--- src/rtl/io_arb_pkg.sv ---
// Shared types and defaults for the two-master IO-bus arbiter.
// No logic here; timing and backpressure are defined by io_arbiter.
package io_arb_pkg;
    localparam int          CNT_W       = 10;
    localparam int          ADR_W       = 17;
    localparam int          TIMEOUT_DEF = 255;
    localparam logic [31:0] ERRDATA_DEF = 32'hDEADBEEF;

    typedef enum logic [1:0] {
        ST_IDLE = 2'd0,
        ST_OWN0 = 2'd1,
        ST_OWN1 = 2'd2,
        ST_ERR  = 2'd3
    } arb_state_e;
endpackage

--- src/rtl/io_arbiter_if.sv ---
// Wishbone-style classic-cycle bus; master drives strobes, slave returns data/ack/err.
// Pure wiring, zero latency; the slave holds off a strobe by withholding ack.
interface io_arbiter_if;
    import io_arb_pkg::*;

    logic             cyc;
    logic             stb;
    logic             we;
    logic [ADR_W-1:0] adr;
    logic [31:0]      dat_w;
    logic [3:0]       sel;
    logic [31:0]      dat_r;
    logic             ack;
    logic             err;

    // The downstream IO controller never signals err, so the master side omits it.
    modport master (output cyc, stb, we, adr, dat_w, sel, input dat_r, ack);
    modport slave  (input cyc, stb, we, adr, dat_w, sel, output dat_r, ack, err);
endinterface

--- src/rtl/io_arb_timer.sv ---
// Strobe watchdog: counts un-acked strobe cycles, flags the cycle that would reach TIMEOUT.
// expired is combinational in the TIMEOUT-th strobe cycle; clr (ack) in that cycle suppresses it.
module io_arb_timer
    import io_arb_pkg::*;
#(
    parameter int TIMEOUT = TIMEOUT_DEF
) (
    input  logic clk_i,
    input  logic rst_i,
    input  logic clr,
    input  logic en,
    output logic expired
);
    localparam logic [CNT_W-1:0] LAST = CNT_W'(TIMEOUT - 1);

    logic [CNT_W-1:0] cnt;

    always_ff @(posedge clk_i or posedge rst_i) begin
        if (rst_i)      cnt <= '0;
        else if (clr)   cnt <= '0;
        else if (en)    cnt <= cnt + 1'b1;
    end

    assign expired = en && !clr && (cnt == LAST);
endmodule

--- src/rtl/io_arbiter.sv ---
// Two-master round-robin arbiter onto one IO bus with locked cycles and strobe timeout.
// Grant one cycle after cyc is seen; data/ack pass through combinationally; waiters see nothing.
module io_arbiter
    import io_arb_pkg::*;
#(
    parameter int          TIMEOUT = TIMEOUT_DEF,
    parameter logic [31:0] ERRDATA = ERRDATA_DEF
) (
    input  logic         clk_i,
    input  logic         rst_i,
    io_arbiter_if.slave  m0,
    io_arbiter_if.slave  m1,
    io_arbiter_if.master s,
    output logic [1:0]   grant_o
);
    localparam logic [1:0] IDLE = ST_IDLE;
    localparam logic [1:0] OWN0 = ST_OWN0;
    localparam logic [1:0] OWN1 = ST_OWN1;
    localparam logic [1:0] ERR  = ST_ERR;

    logic [1:0] state, state_nxt;
    logic       last_gnt, last_gnt_nxt;
    logic       own0, own1, err_st;
    logic       expired;

    assign own0   = (state == OWN0);
    assign own1   = (state == OWN1);
    assign err_st = (state == ERR);

    always_ff @(posedge clk_i or posedge rst_i) begin
        if (rst_i) begin
            state    <= IDLE;
            last_gnt <= 1'b1;
        end else begin
            state    <= state_nxt;
            last_gnt <= last_gnt_nxt;
        end
    end

    // last_gnt is written on leaving ownership, so in ERR it names the faulted master.
    always_comb begin
        state_nxt    = state;
        last_gnt_nxt = last_gnt;
        case (state)
            IDLE: begin
                if (m0.cyc && m1.cyc) state_nxt = last_gnt ? OWN0 : OWN1;
                else if (m0.cyc)      state_nxt = OWN0;
                else if (m1.cyc)      state_nxt = OWN1;
            end
            OWN0: begin
                if (!m0.cyc || expired) begin
                    state_nxt    = m0.cyc ? ERR : IDLE;
                    last_gnt_nxt = 1'b0;
                end
            end
            OWN1: begin
                if (!m1.cyc || expired) begin
                    state_nxt    = m1.cyc ? ERR : IDLE;
                    last_gnt_nxt = 1'b1;
                end
            end
            default: state_nxt = IDLE;
        endcase
    end

    always_comb begin
        s.cyc   = own0 | own1;
        s.stb   = 1'b0;
        s.we    = 1'b0;
        s.adr   = '0;
        s.dat_w = '0;
        s.sel   = '0;
        if (own0) begin
            s.stb   = m0.stb;
            s.we    = m0.we;
            s.adr   = m0.adr;
            s.dat_w = m0.dat_w;
            s.sel   = m0.sel;
        end else if (own1) begin
            s.stb   = m1.stb;
            s.we    = m1.we;
            s.adr   = m1.adr;
            s.dat_w = m1.dat_w;
            s.sel   = m1.sel;
        end
    end

    always_comb begin
        m0.ack   = own0 & s.ack & m0.stb;
        m1.ack   = own1 & s.ack & m1.stb;
        m0.err   = err_st & ~last_gnt;
        m1.err   = err_st &  last_gnt;
        m0.dat_r = '0;
        m1.dat_r = '0;
        if (own0)        m0.dat_r = s.dat_r;
        else if (own1)   m1.dat_r = s.dat_r;
        else if (err_st) begin
            if (last_gnt) m1.dat_r = ERRDATA;
            else          m0.dat_r = ERRDATA;
        end
    end

    assign grant_o = {own1, own0};

    io_arb_timer #(.TIMEOUT(TIMEOUT)) u_timer (
        .clk_i   (clk_i),
        .rst_i   (rst_i),
        .clr     (s.ack | ~s.stb),
        .en      (s.stb),
        .expired (expired)
    );
endmodule

--- src/flat_wrapper.sv ---
// flat-port wrapper written by rule: the top's interface ports become plain ports
module io_arbiter_flat import io_arb_pkg::*;
#(
    parameter int          TIMEOUT = TIMEOUT_DEF,
    parameter logic [31:0] ERRDATA = ERRDATA_DEF
)
  (clk_i, rst_i, grant_o, m0_cyc, m0_stb, m0_we, m0_adr, m0_dat_w, m0_sel, m0_dat_r, m0_ack, m0_err, m1_cyc, m1_stb, m1_we, m1_adr, m1_dat_w, m1_sel, m1_dat_r, m1_ack, m1_err, s_cyc, s_stb, s_we, s_adr, s_dat_w, s_sel, s_dat_r, s_ack);
  io_arbiter_if m0_i ();
  io_arbiter_if m1_i ();
  io_arbiter_if s_i ();
  input  logic clk_i;
  input  logic rst_i;
  output logic [1:0] grant_o;
  input wire logic [$bits(m0_i.cyc)-1:0] m0_cyc;
  input wire logic [$bits(m0_i.stb)-1:0] m0_stb;
  input wire logic [$bits(m0_i.we)-1:0] m0_we;
  input wire logic [$bits(m0_i.adr)-1:0] m0_adr;
  input wire logic [$bits(m0_i.dat_w)-1:0] m0_dat_w;
  input wire logic [$bits(m0_i.sel)-1:0] m0_sel;
  output wire logic [$bits(m0_i.dat_r)-1:0] m0_dat_r;
  output wire logic [$bits(m0_i.ack)-1:0] m0_ack;
  output wire logic [$bits(m0_i.err)-1:0] m0_err;
  input wire logic [$bits(m1_i.cyc)-1:0] m1_cyc;
  input wire logic [$bits(m1_i.stb)-1:0] m1_stb;
  input wire logic [$bits(m1_i.we)-1:0] m1_we;
  input wire logic [$bits(m1_i.adr)-1:0] m1_adr;
  input wire logic [$bits(m1_i.dat_w)-1:0] m1_dat_w;
  input wire logic [$bits(m1_i.sel)-1:0] m1_sel;
  output wire logic [$bits(m1_i.dat_r)-1:0] m1_dat_r;
  output wire logic [$bits(m1_i.ack)-1:0] m1_ack;
  output wire logic [$bits(m1_i.err)-1:0] m1_err;
  output wire logic [$bits(s_i.cyc)-1:0] s_cyc;
  output wire logic [$bits(s_i.stb)-1:0] s_stb;
  output wire logic [$bits(s_i.we)-1:0] s_we;
  output wire logic [$bits(s_i.adr)-1:0] s_adr;
  output wire logic [$bits(s_i.dat_w)-1:0] s_dat_w;
  output wire logic [$bits(s_i.sel)-1:0] s_sel;
  input wire logic [$bits(s_i.dat_r)-1:0] s_dat_r;
  input wire logic [$bits(s_i.ack)-1:0] s_ack;
  assign m0_i.cyc = m0_cyc;
  assign m0_i.stb = m0_stb;
  assign m0_i.we = m0_we;
  assign m0_i.adr = m0_adr;
  assign m0_i.dat_w = m0_dat_w;
  assign m0_i.sel = m0_sel;
  assign m0_dat_r = m0_i.dat_r;
  assign m0_ack = m0_i.ack;
  assign m0_err = m0_i.err;
  assign m1_i.cyc = m1_cyc;
  assign m1_i.stb = m1_stb;
  assign m1_i.we = m1_we;
  assign m1_i.adr = m1_adr;
  assign m1_i.dat_w = m1_dat_w;
  assign m1_i.sel = m1_sel;
  assign m1_dat_r = m1_i.dat_r;
  assign m1_ack = m1_i.ack;
  assign m1_err = m1_i.err;
  assign s_cyc = s_i.cyc;
  assign s_stb = s_i.stb;
  assign s_we = s_i.we;
  assign s_adr = s_i.adr;
  assign s_dat_w = s_i.dat_w;
  assign s_sel = s_i.sel;
  assign s_i.dat_r = s_dat_r;
  assign s_i.ack = s_ack;
  io_arbiter #(.TIMEOUT(TIMEOUT), .ERRDATA(ERRDATA)) u_core (.clk_i(clk_i), .rst_i(rst_i), .m0(m0_i), .m1(m1_i), .s(s_i), .grant_o(grant_o));
endmodule
--- config.mk ---
export PLATFORM = sky130hd
export DESIGN_NAME = io_arbiter_flat
export DESIGN_NICKNAME = d
export VERILOG_FILES = /design/src/rtl/io_arb_pkg.sv /design/src/rtl/io_arbiter_if.sv /design/src/rtl/io_arb_timer.sv /design/src/rtl/io_arbiter.sv /design/src/flat_wrapper.sv
export SDC_FILE = /design/constraint.sdc
export NUM_CORES = 1
export LEC_CHECK = 0
export ABC_AREA = 1
export ABC_CLOCK_PERIOD_IN_PS = 2380
export CORE_AREA = 2 2 105 107
export CTS_BUF_LIST = sky130_fd_sc_hd__clkbuf_8
export DETAILED_ROUTE_END_ITERATION = 6
export DIE_AREA = 0 0 107 109
export HOLD_SLACK_MARGIN = 0.08
export PLACE_DENSITY = 0.77
export SLEW_MARGIN = 20
export SYNTH_ARGS = -nofsm -noshare
export SYNTH_HDL_FRONTEND = slang
export SYNTH_SLANG_ARGS = --single-unit
--- constraint.sdc ---
create_clock -name clk_i -period 2.38 [get_ports clk_i]
set_clock_uncertainty 0.2 [all_clocks]
set_input_delay 0.476 -clock clk_i [delete_from_list [all_inputs] [get_ports clk_i]]
set_output_delay 0.476 -clock clk_i [all_outputs]
set_load 0.02 [all_outputs]
# Word level (Yosys, flattened, before mapping)
# Index checks and enable logic that the tools add are counted.
# word_totals
regBits	13
in_bits	147
wordCells	66
# op_classes
addsub	1
eq_ne	7
muxes	32
n_bitwise	10
n_reduce_logical	13
# op_table
op	n
32-bit two-way mux	10
17-bit two-way mux	2
10-bit two-way mux	2
2-bit two-way mux	8
10-bit by 1-bit adder with 10-bit output, second input constant	1
10-bit by 8-bit == test with 1-bit output, second input constant	1
4-bit two-way mux	2
1-bit AND	6
1-bit two-way mux	6
2-bit case mux with 3 select lines	1
3-bit AND reduction	2
2-bit == test, second input constant	2
2-bit inequality test, second input constant	2
4-bit by 3-bit inequality test with 1-bit output, second input constant	1
2-bit nonzero test	2
1-bit logical AND	3
1-bit logical NOT	3
2-bit by 1-bit == test with 1-bit output, second input constant	1
2-bit logical NOT	1
1-bit logical OR	2
1-bit inverter	2
1-bit OR	2
1-bit case mux with 2 select lines	1

# Logic depth before layout (Yosys ltp)
# logic_depth
word_depth	11
depth_mapped	12
depth_no_buf	11

# By module
# From an unflattened synthesis, not the netlist that was laid out.
# unflattened
cells_unflattened	453
hier_area_um2	2467.4
# modules_own_cells
mod	n_inst	cells_per_inst	area_each_um2
io_arbiter	1	383	1906.8
io_arb_timer	1	70	560.5

# Worst setup path before layout
# No wires, ideal clock.
# synth_timing
kind	register to output
start	reg u_core.state[1]
end	out m1_dat_r[10]
arrival_time_ps	1588
required_ps	1704
slack_ps	116
stages_incl_launch_ff	8
n_path_buf	2
path_cell_list	dfrtp_1 > inv_1 > ha_1 > inv_2 > buf_6 > nand2_1 > clkbuf_1 > o21ai_0
# synth_lines
item	line_no	source
start: declaration	io_arbiter.sv:21	logic [1:0] state, state_nxt;
start signal: assignment	io_arbiter.sv:35	state <= state_nxt;
2-bit by 1-bit == test with 1-bit output	io_arbiter.sv:26	assign own0 = (state == OWN0);
via u_core.own0	io_arbiter.sv:23	logic own0, own1, err_st;
32-bit two-way mux	io_arbiter.sv:95	if (own0) m0.dat_r = s.dat_r;
end: declaration	flat_wrapper.sv:29	output wire logic [$bits(m1_i.dat_r)-1:0] m1_dat_r;
# The timed path passes the listed nets, and every way through them passes these cells.

# Worst setup path after layout
# layout_timing
start	reg u_core.state[1]
end	out m1_dat_r[2]
# layout_between
elab_chain_cells	4
# layout_lines
item	line_no	source
2-bit == test	io_arbiter.sv:28	assign err_st = (state == ERR);
32-bit two-way mux	io_arbiter.sv:97	else if (err_st) begin
32-bit two-way mux	io_arbiter.sv:96	else if (own1) m1.dat_r = s.dat_r;
32-bit two-way mux (*)	io_arbiter.sv:95	
# Mark *: on every way between the ends. The rest lies on a longest branch, timed or not.

==> flow_summary_export.csv <==
group,metric,value,unit
synth,synth-seq-cells,13,
cells_and_area,final_cells,831,
worst_setup_path,crit_fanout,6,
global_routing,met1_usage,0.187,
cells_and_area,layout_commonest_cell,"nand2_1",
synth,synth_cell_types,22,
worst_setup_path,worstPathRequired,1.70,ns
synth,synthAdderAreaFrac,0.0413,
cts,numCtsBuffers,3,
floorplanning,dieArea,11700,sq um
global_routing,grt_max_degree,46,
timing,slew_headroom,0.667,
route,post_drt_wl_per_cell,13.7,microns
cts,cts_max_level,1,
run,max_cap_viol_count,0,
cells_and_area,diodes,0,
power,p_leak,0.00270,uW
global_routing,global_route.usage.met3,0.0466,
synth,synth_nets,567,
cells_and_area,drive_gt1_frac,0.240,
place,dp.cells,820,
global_routing,overflow,0,
timing,slew_viol_final,0,
global_routing,grt_pass1_wl,16.3,mm
route,wirelength,11.4,mm
global_routing,gr-max-usage-layer,"met2",
timing,period_share,0.996,
hold_path,whs_path_depth,1,
floorplanning,core_area,10600,sq um
route,vias,3649,
timing,period_needed,2.37,ns
worst_setup_path,crit_type,"reg2out",
global_routing,grt_pass1_vias,3485,
timing,setup_violations,0,
timing,whs,0.322,ns
run_status,outcome,"finished clean",
cts,clock_sinks,13,
worst_setup_path,setup.worst_path.start_class,"flop",
synth,syn_area_per_cell,5.14,sq um
global_routing,grt.total_usage,0.170,
floorplanning,fp.dieH,109,microns
cts,clockBufferDepth,2,
hold_path,min_path_type,"reg2reg",
cts,cts_tree,"yes",
power,power.total,4890,uW
route,final_antenna_net_count,0,
timing,tightest_slew,0.498,ns
synth,syn_area,2120,sq um
timing,fmax,0.422,GHz
global_routing,grt_antenna_before_repair,0,
timing,rsz0062_at_grt,"true",
route,drc,0,
floorplanning,rows,38,
synth,synth_top_family_by_area,"simple AND/OR/NAND/NOR gates",
synth,synth.yosys.warnings,0,
synth,ys_seq_area_frac,0.154,
synth,synthXorXnorAreaFrac,0.00413,
place,port_buffers,272,
floorplanning,start_util,0.200,
timing,fin_tns_setup,0,ns
worst_setup_path,arrival,1.70,ns
floorplanning,io_pins,273,
cells_and_area,final_cell_mix,"150 x nand2_1, 146 x clkdlybuf4s50_1, 74 x buf_2",
synth,syn_inst,413,
synth,yosys.area_share.simple,0.496,
power,power_density,998,nW/um^2
route,drt-initial-drc-count,324,
route,avgViaCountPerCell,4.39,
cts,worstSkewPairLatency,0.25,ns
place,dp_hpwl,9.18,mm
worst_setup_path,cp-end-kind,"output pin",
power,vdd_drop_max,0.424,mV
synth,synth-compound-area-share,0.135,
timing,hold_violations,0,
synth,synth_mux_area_frac,0,
cells_and_area,finalNetCount,846,
cells_and_area,area_growth,131,%
cts,cts-root-buf,"clkbuf_8",
floorplanning,fp.dieW,107,microns
route,dr.pass1.iters,6,
cells_and_area,final_util,0.462,
place,place.gp.congestion,0.764,
worst_setup_path,reg2regPathDepth,11,
global_routing,gr-usage-met2,0.331,
cts,postCtsHoldBufs,0,
cts,clk_pin_slew_worst_paths,0.06,ns
[registers in the layout (all words and copies together) (netlist names)]
signal	count
u_core.last_gnt	1
u_core.state	2
u_core.u_timer.cnt	10
[cell type report]
cell class / instances / area [sq um]
Fill cell: 1057 / 5700
Clock buffer: 3 / 41.3
Tap cell: 140 / 175
Clock inverter: 1 / 3.75
Multi-Input combinational cell: 313 / 1460
Sequential cell: 13 / 327
Timing Repair Buffer: 306 / 2690
Inverter: 55 / 209
[logic make-up (layout without fill, tap and decap cells)]
| logic type | count (synthesis) | in the layout |
|---|---|---|
| DFF | 13 | 13 |
| AOI/OAI and AO/OA | 57 | 57 |
| buffers and inverters | 87 | 365 |
| adders and majority gates | 7 | 7 |
| and+or+nand+nor | 248 | 248 |
| xor gates and xnor gates | 1 | 1 |
[worst paths after layout]
kind	from	endpoint	slack, ns
worst max-delay path	u_core.state[1]$_DFFE_PP0P_	m1_dat_r[2]	0.009
worst min-delay path	u_core.u_timer.cnt[0]$_DFFE_PP0P_	u_core.u_timer.cnt[0]$_DFFE_PP0P_	0.32
worst max register to register	u_core.state[0]$_DFFE_PP0P_	u_core.state[1]$_DFFE_PP0P_	0.46
worst min register to register	u_core.u_timer.cnt[0]$_DFFE_PP0P_	u_core.u_timer.cnt[0]$_DFFE_PP0P_	0.32
max in group asynchronous	rst_i	u_core.last_gnt$_DFFE_PP1P_	1.27
min in group asynchronous	rst_i	u_core.u_timer.cnt[1]$_DFFE_PP0P_	0.36
[repair_timing]
action                                  4_1_cts  5_1_grt
resized for setup                           417      121
endpoints found under the setup margin      125      110
cloned                                        2        3
setup buffers                                 2        0
[per-stage QoR]
step | worst slack (ns) | cell area, sq um
2_1_floorplan | 0.116 | 2120
3_3_place_gp | -0.195 | 5200
3_5_place_dp | -0.221 | 5200
4_1_cts | -0.121 | 5050
5_1_grt | -0.0704 | 4900
6_report | 0.00869 | 4900
[metal layers]
layer  routed length [microns]  vias to the layer above
li1                          -                     1844
met1                      4150                     1607
met2                      5990                      189
met3                      1200                        9
met4                        65                        0
met5                         0                        -
[worst max-delay path, stage by stage (launching register included)]
cell and delay (ns):
dfrtp_1 0.38, buf_4 0.15, ha_4 0.18, inv_1 0.09, nand3_2 0.15, buf_4 0.20, o21ai_1 0.12, buf_4 0.17
[Yosys cell counts (all sizes together)]
cell | instances | area [sq um]
nand3 | 63 | 315
o21ai | 51 | 255
ha | 7 | 87.6
a21oi | 5 | 25.0
dfstp | 1 | 26.3
inv | 55 | 206
nor3b | 2 | 15.0
buf | 15 | 88.8
nor3 | 3 | 15.0
a31oi | 1 | 6.26
clkbuf | 17 | 63.8
dfrtp | 12 | 300
nand2 | 153 | 587
nand4 | 1 | 6.26
xnor2 | 1 | 8.76
nor2 | 26 | 114
[report_power, final]
part	internal [uW]	total, uW	leakage [uW]	switching [uW]
clock	114	195	0.0000269	81.0
combinational	1800	4400	0.00250	2610
sequential	260	294	0.000175	33.8
total	2170	4890	0.00270	2720
No activity file was read; power rests on OpenSTA's default activity.
